<file path="src/rtl/fast_updown_counter_if.sv">
// ============================================================================
// Module  : fast_updown_counter_if
// Purpose : Request/result bundle between a counter client and the counter.
// Rev     : 1.0  initial release
// ============================================================================
`default_nettype none

interface fast_updown_counter_if #(
  parameter int WIDTH = 32
) ();
  logic             inc;
  logic             dec;
  logic             set;
  logic [WIDTH-1:0] set_val;
  logic [WIDTH-1:0] q;
  logic             q_is_zero;

  modport master (
    output inc, dec, set, set_val,
    input  q, q_is_zero
  );

  modport slave (
    input  inc, dec, set, set_val,
    output q, q_is_zero
  );
endinterface

`default_nettype wire

</file>
<file path="src/rtl/fast_counter_step.sv">
// ============================================================================
// Module  : fast_counter_step
// Purpose : Produces up_val+1 and dn_val-1 with a zero flag for each result.
// Rev     : 1.0  initial release
// ============================================================================
`default_nettype none

module fast_counter_step #(
  parameter int WIDTH = 32
) (
  input  wire logic [WIDTH-1:0] up_val,
  input  wire logic [WIDTH-1:0] dn_val,
  output logic      [WIDTH-1:0] plus,
  output logic      [WIDTH-1:0] minus,
  output logic                  plus_zero,
  output logic                  minus_zero
);
  localparam logic [WIDTH-1:0] C_ONE = {{(WIDTH-1){1'b0}}, 1'b1};

  // Zero flags come from comparing the inputs, not the adder outputs.
  always_comb begin
    plus       = up_val + C_ONE;
    minus      = dn_val - C_ONE;
    plus_zero  = &up_val;
    minus_zero = (dn_val == C_ONE);
  end
endmodule

`default_nettype wire

</file>
<file path="src/rtl/fast_updown_counter.sv">
// ============================================================================
// Module  : fast_updown_counter
// Purpose : Up/down counter with load; q+1/q-1 are held ready in registers.
// Rev     : 1.0  initial release
// ============================================================================
`default_nettype none

module fast_updown_counter #(
  parameter int WIDTH = 32
) (
  input  wire logic              clk,
  input  wire logic              nrst,
  fast_updown_counter_if.slave   bus
);
  localparam logic [WIDTH-1:0] C_ONE = {{(WIDTH-1){1'b0}}, 1'b1};

  logic [WIDTH-1:0] r_q;
  logic [WIDTH-1:0] r_q_up;
  logic [WIDTH-1:0] r_q_dn;
  logic             r_q_zero;
  logic             r_up_zero;
  logic             r_dn_zero;

  logic [WIDTH-1:0] w_set_up;
  logic [WIDTH-1:0] w_set_dn;
  logic             w_set_up_zero;
  logic             w_set_dn_zero;
  logic             w_set_zero;
  logic [WIDTH-1:0] w_run_up;
  logic [WIDTH-1:0] w_run_dn;
  logic             w_run_up_zero;
  logic             w_run_dn_zero;
  logic             w_do_inc;
  logic             w_do_dec;

  fast_counter_step #(.WIDTH(WIDTH)) u_step_set (
    .up_val     (bus.set_val),
    .dn_val     (bus.set_val),
    .plus       (w_set_up),
    .minus      (w_set_dn),
    .plus_zero  (w_set_up_zero),
    .minus_zero (w_set_dn_zero)
  );

  // Running path: the next neighbours are one step beyond the current ones.
  fast_counter_step #(.WIDTH(WIDTH)) u_step_run (
    .up_val     (r_q_up),
    .dn_val     (r_q_dn),
    .plus       (w_run_up),
    .minus      (w_run_dn),
    .plus_zero  (w_run_up_zero),
    .minus_zero (w_run_dn_zero)
  );

  always_comb begin
    w_set_zero = (bus.set_val == '0);
    w_do_inc   = bus.inc & ~bus.dec;
    w_do_dec   = bus.dec & ~bus.inc;
  end

  always_ff @(posedge clk or negedge nrst) begin
    if (!nrst) begin
      r_q       <= '0;
      r_q_up    <= C_ONE;
      r_q_dn    <= '1;
      r_q_zero  <= 1'b1;
      r_up_zero <= 1'b0;
      r_dn_zero <= 1'b0;
    end else if (bus.set) begin
      r_q       <= bus.set_val;
      r_q_up    <= w_set_up;
      r_q_dn    <= w_set_dn;
      r_q_zero  <= w_set_zero;
      r_up_zero <= w_set_up_zero;
      r_dn_zero <= w_set_dn_zero;
    end else if (w_do_inc) begin
      // Shift the window up: old q becomes the down neighbour.
      r_q       <= r_q_up;
      r_q_zero  <= r_up_zero;
      r_q_up    <= w_run_up;
      r_up_zero <= w_run_up_zero;
      r_q_dn    <= r_q;
      r_dn_zero <= r_q_zero;
    end else if (w_do_dec) begin
      r_q       <= r_q_dn;
      r_q_zero  <= r_dn_zero;
      r_q_dn    <= w_run_dn;
      r_dn_zero <= w_run_dn_zero;
      r_q_up    <= r_q;
      r_up_zero <= r_q_zero;
    end
  end

  assign bus.q         = r_q;
  assign bus.q_is_zero = r_q_zero;
endmodule

`default_nettype wire

</file>
<file path="src/flat_wrapper.sv">
// flat-port wrapper written by rule: the top's interface ports become plain ports
module fast_updown_counter_flat 
#(
  parameter int WIDTH = 32
)
  (clk, nrst, bus_inc, bus_dec, bus_set, bus_set_val, bus_q, bus_q_is_zero);
  fast_updown_counter_if #(.WIDTH(WIDTH)) bus_i ();
  input  wire logic clk;
  input  wire logic nrst;
  input wire logic [$bits(bus_i.inc)-1:0] bus_inc;
  input wire logic [$bits(bus_i.dec)-1:0] bus_dec;
  input wire logic [$bits(bus_i.set)-1:0] bus_set;
  input wire logic [$bits(bus_i.set_val)-1:0] bus_set_val;
  output wire logic [$bits(bus_i.q)-1:0] bus_q;
  output wire logic [$bits(bus_i.q_is_zero)-1:0] bus_q_is_zero;
  assign bus_i.inc = bus_inc;
  assign bus_i.dec = bus_dec;
  assign bus_i.set = bus_set;
  assign bus_i.set_val = bus_set_val;
  assign bus_q = bus_i.q;
  assign bus_q_is_zero = bus_i.q_is_zero;
  fast_updown_counter #(.WIDTH(WIDTH)) u_core (.clk(clk), .nrst(nrst), .bus(bus_i));
endmodule
</file>
<file path="config.mk">
export PLATFORM = sky130hd
export DESIGN_NAME = fast_updown_counter_flat
export DESIGN_NICKNAME = d
export VERILOG_FILES = /design/src/rtl/fast_updown_counter_if.sv /design/src/rtl/fast_counter_step.sv /design/src/rtl/fast_updown_counter.sv /design/src/flat_wrapper.sv
export SDC_FILE = /design/constraint.sdc
export NUM_CORES = 1
export LEC_CHECK = 0
export ABC_AREA = 1
export BUFFER_PORTS_ARGS = -buffer_cell sky130_fd_sc_hd__buf_4
export CAP_MARGIN = 15
export CORE_MARGIN = 2
export CORE_UTILIZATION = 25
export DETAILED_ROUTE_END_ITERATION = 6
export GPL_TIMING_DRIVEN = 0
export HOLD_SLACK_MARGIN = 0.02
export PLACE_DENSITY = 0.42
export SYNTH_ARGS = -nofsm -noshare
export SYNTH_HDL_FRONTEND = slang
export SYNTH_SLANG_ARGS = --single-unit
</file>
<file path="constraint.sdc">
create_clock -name clk -period 2.6 [get_ports clk]
set_clock_uncertainty 0.2 [all_clocks]
set_input_delay 0.26 -clock clk [delete_from_list [all_inputs] [get_ports clk]]
set_output_delay 0.26 -clock clk [all_outputs]
set_load 0.005 [all_outputs]
</file>
==> reports/summary.txt <==
Status -> finished, final reports clean
CTS Buffer Depth -> 2
Detailed Place HPWL -> 43100 µm
Area delta synth->final -> 14.6%
Die X-Extent -> 196 µm
CP delay by family, top -> buffers and inverters
DRC Markers -> 0
Leak Pwr -> 4.56 nW
Final WL -> 54400 µm
Ys Warns -> 0
Vias per cell -> 5.31
CTS Root Cell -> clkbuf_16
Total power -> 5.49 mW
#FFs+latches synth -> 99
EDFF count, synth -> 0
Async set-reset flop share out of synthesis -> 100%
Final Max Slew Viols -> 0
Worst Tran Pin Value -> 1130 ps
Min Hold Slack -> 35.8 ps
Compound-cell area share of the yosys netlist -> 14.9%
Peak Freq -> 386 MHz
Syn nets -> 1578
Fillers -> 4258
Main combinational cell family by area after synthesis -> simple AND/OR/NAND/NOR gates
IO Port Bufs -> 53
ANT cells -> 0
Critical Path Start Type -> primary input
Ys flop type -> dfrtp_1
GR Overflow Total -> 0
I/O pin count -> 70
Crit-path max cell delay -> 870 ps
GR peak layer -> met2
Simple-gate area share of the yosys netlist -> 44.2%
Synth Area in Adders -> 0.952%
Sequential-to-total area share from yosys stat -> 27.4%
Share of the synthesized area in the top cell type -> 18.2%
Worst-path clk slew -> 80 ps
Clock share of power -> 26.8%
Detail Route Antenna Nets -> 0
Netlist cell types -> 47
Largest net degree at the start of global routing -> 68
Initial cell density of the core -> 25.3%
TritonCTS buffer count -> 9
Mapped Cells -> 1534
Placer Congestion -> 1.00
Layout cells sized above 1 -> 12.4%
Die area -> 38400 µm²
Mean Syn Cell Area -> 6.00 µm²
Comb pwr share -> 33.5%
First-pass GRT wire length -> 77100 µm
Worst setup EP type -> flip-flop
Maximum VDD drop -> 0.311 mV
Unrepaired setup endpoints after global routing -> false
PnR worst setup slack -> 10.6 ps
Met1 Track Usage GR -> 41.1%
Antenna violations before repair -> 0
Reg power frac -> 39.7%
Final setup fails -> 0
GRT met3 Usage -> 2.92%
Worst-Skew Late Latency -> 380 ps
Cell area after synthesis -> 9200 µm²
Routed length per placed instance -> 26.2 µm
Vias -> 11000
Setup Slack @ Placement -> -185 ps
Buffers & Inverters on Critical Path -> 4
XOR/XNOR Fraction of Synth Area -> 2.47%
Max-cap viol count -> 0
Synth top area cells -> nand2_1 (18%), dfrtp_1 (18%), nor2_1 (10%)
Sw frac -> 42.5%
Pwr Density -> 521 nW/µm²
CP most frequent cell -> buf_2
Worst slew margin -> 24.5%
Fin crit share -> 99.6%
GRT Total Usage -> 28.5%
# rows -> 70
Arr. time, crit path -> 2640 ps
Sw Pwr -> 2.33 mW
Number of DRC markers in iteration 0 -> 1261
Post-CTS Setup Repair Bufs -> 0
CP Max Fanout -> 10
Path type of the worst min-delay path -> primary input to flip-flop
Kind of critical path -> primary input to flip-flop
CTS H-tree depth -> 3
M2 GR Usage -> 44.0%
Vias in the first global route -> 10500
Critical Path RT -> 2660 ps
Min Clock Period, post-route -> 2590 ps
Final Hold Viols -> 0
Crit path cell chain -> buf_2 > clkinv_1 > buf_2 > clkbuf_1 > o21ai_0 > o22ai_1
Sink Count -> 99
Synth area leader -> nand2_1
Layout Nets -> 1646
Chip Height -> 196 µm
Initial DRT Pass Iterations -> 6
Slowest cell on the critical path -> clkbuf_1
Core area -> 36400 µm²
Internal power -> 3.16 mW
CTS tree -> yes
Mux contribution to synthesized area -> 0%
logic make-up (layout without fill, tap and decap cells):
group / after synthesis / after routing
AO/OA/AOI/OAI: 240 / 240
flip-flops: 99 / 99
AND/OR/NAND/NOR: 945 / 945
buffers and inverters: 217 / 290
adder cells (fa/ha/maj): 7 / 7
XOR/XNOR: 26 / 26
flip-flops by register name (all words and copies together), names as in the netlist:
name and cells:
u_core.bus.q_is_zero 1, u_core.r_dn_zero 1, u_core.r_q_up 32, u_core.bus.q 32
u_core.r_q_dn 32, u_core.r_up_zero 1
cells in the final DEF (no fill, tap or decap), drive strengths merged, types with 14 or more instances in the layout:
master and n:
o21ai 117, o211ai 18, nor2 268, xor2 20, a21oi 54, nand2 451, dfrtp 65, buf 99
dfstp 34, a31oi 14, clkbuf 45, nor3 31, inv 137, nand3 144, nand4 34
path summary, 6_finish.rpt:
| check | start | endpoint | slack [ps] | cells past startpoint |
|---|---|---|---|---|
| worst min-delay path | bus_set_val[13] | u_core.bus.q[13] | 40 | 3 |
| min in group asynchronous | nrst | u_core.r_q_up[25] | 140 | 2 |
| worst max register to register | u_core.r_q_up[21] | u_core.r_up_zero | 170 | 8 |
| worst max-delay path | bus_set | u_core.bus.q[14] | 10 | 6 |
| max in group asynchronous | nrst | u_core.r_q_dn[4] | 1310 | 3 |
| worst min register to register | u_core.r_q_dn[31] | u_core.r_q_dn[31] | 300 | 2 |
stage by stage:
step	util, %	instances	TNS (ps)	instance area (µm²)
after floorplan	-	1534	0	9200
after global placement	28.0	2055	-418	10200
after detailed placement	28.0	2056	-266	10200
after CTS	28.9	2075	0	10500
after global routing	28.9	2075	0	10500
final	28.9	2075	0	10500
synth_stat cells, drive strengths merged, types with 8 or more instances:
library cell,number
a21oi,54
a31oi,14
buf,45
clkbuf,35
dfrtp,65
dfstp,34
inv,136
nand2,451
nand3,144
nand3b,8
nand4,34
nor2,268
nor3,31
o211ai,18
o21ai,117
o22ai,13
xor2,20
metal layers:
metal  wire [µm]  part of all wire (%)
met1       25100                    46
met5           0                     0
met4        1950                   3.6
met3        3670                   6.7
met2       23700                    44
repair_timing:
action                                  in CTS  in global routing
endpoints found under the setup margin       0                  1
gates resized for setup                      0                  1
endpoints found under the hold margin       67                  0
hold buffers                                 3                  0
layout make-up:
class	count	area, µm²	share of cell area [%]
Inverter	137	514	4.88
Tap cell	468	586	5.55
Clock inverter	6	65.1	0.617
Buffer	80	414	3.93
Clock buffer	10	229	2.17
Multi-Input combinational cell	1218	5760	54.6
Timing Repair Buffer	57	459	4.36
Sequential cell	99	2520	23.9
power groups by stage:
stage,logic [mW],registers (mW),clock network (mW)
after global routing,2.01,2.21,1.55
after global placement,1.79,2.20,0
final,1.84,2.18,1.47
after detailed placement,1.79,2.19,0
after CTS,1.80,2.17,1.49
after floorplan,1.04,2.05,0
worst reg2reg max path: stages, from the launching register on:
cell and delay [ps]:
dfrtp_1 500, nand2_1 120, nor2_1 220, nand2_1 80, nor3_1 450, nand3_1 380, nand2_1 140, nand2_1 70
a31oi_1 170
No activity file was read; power rests on OpenSTA's default activity.
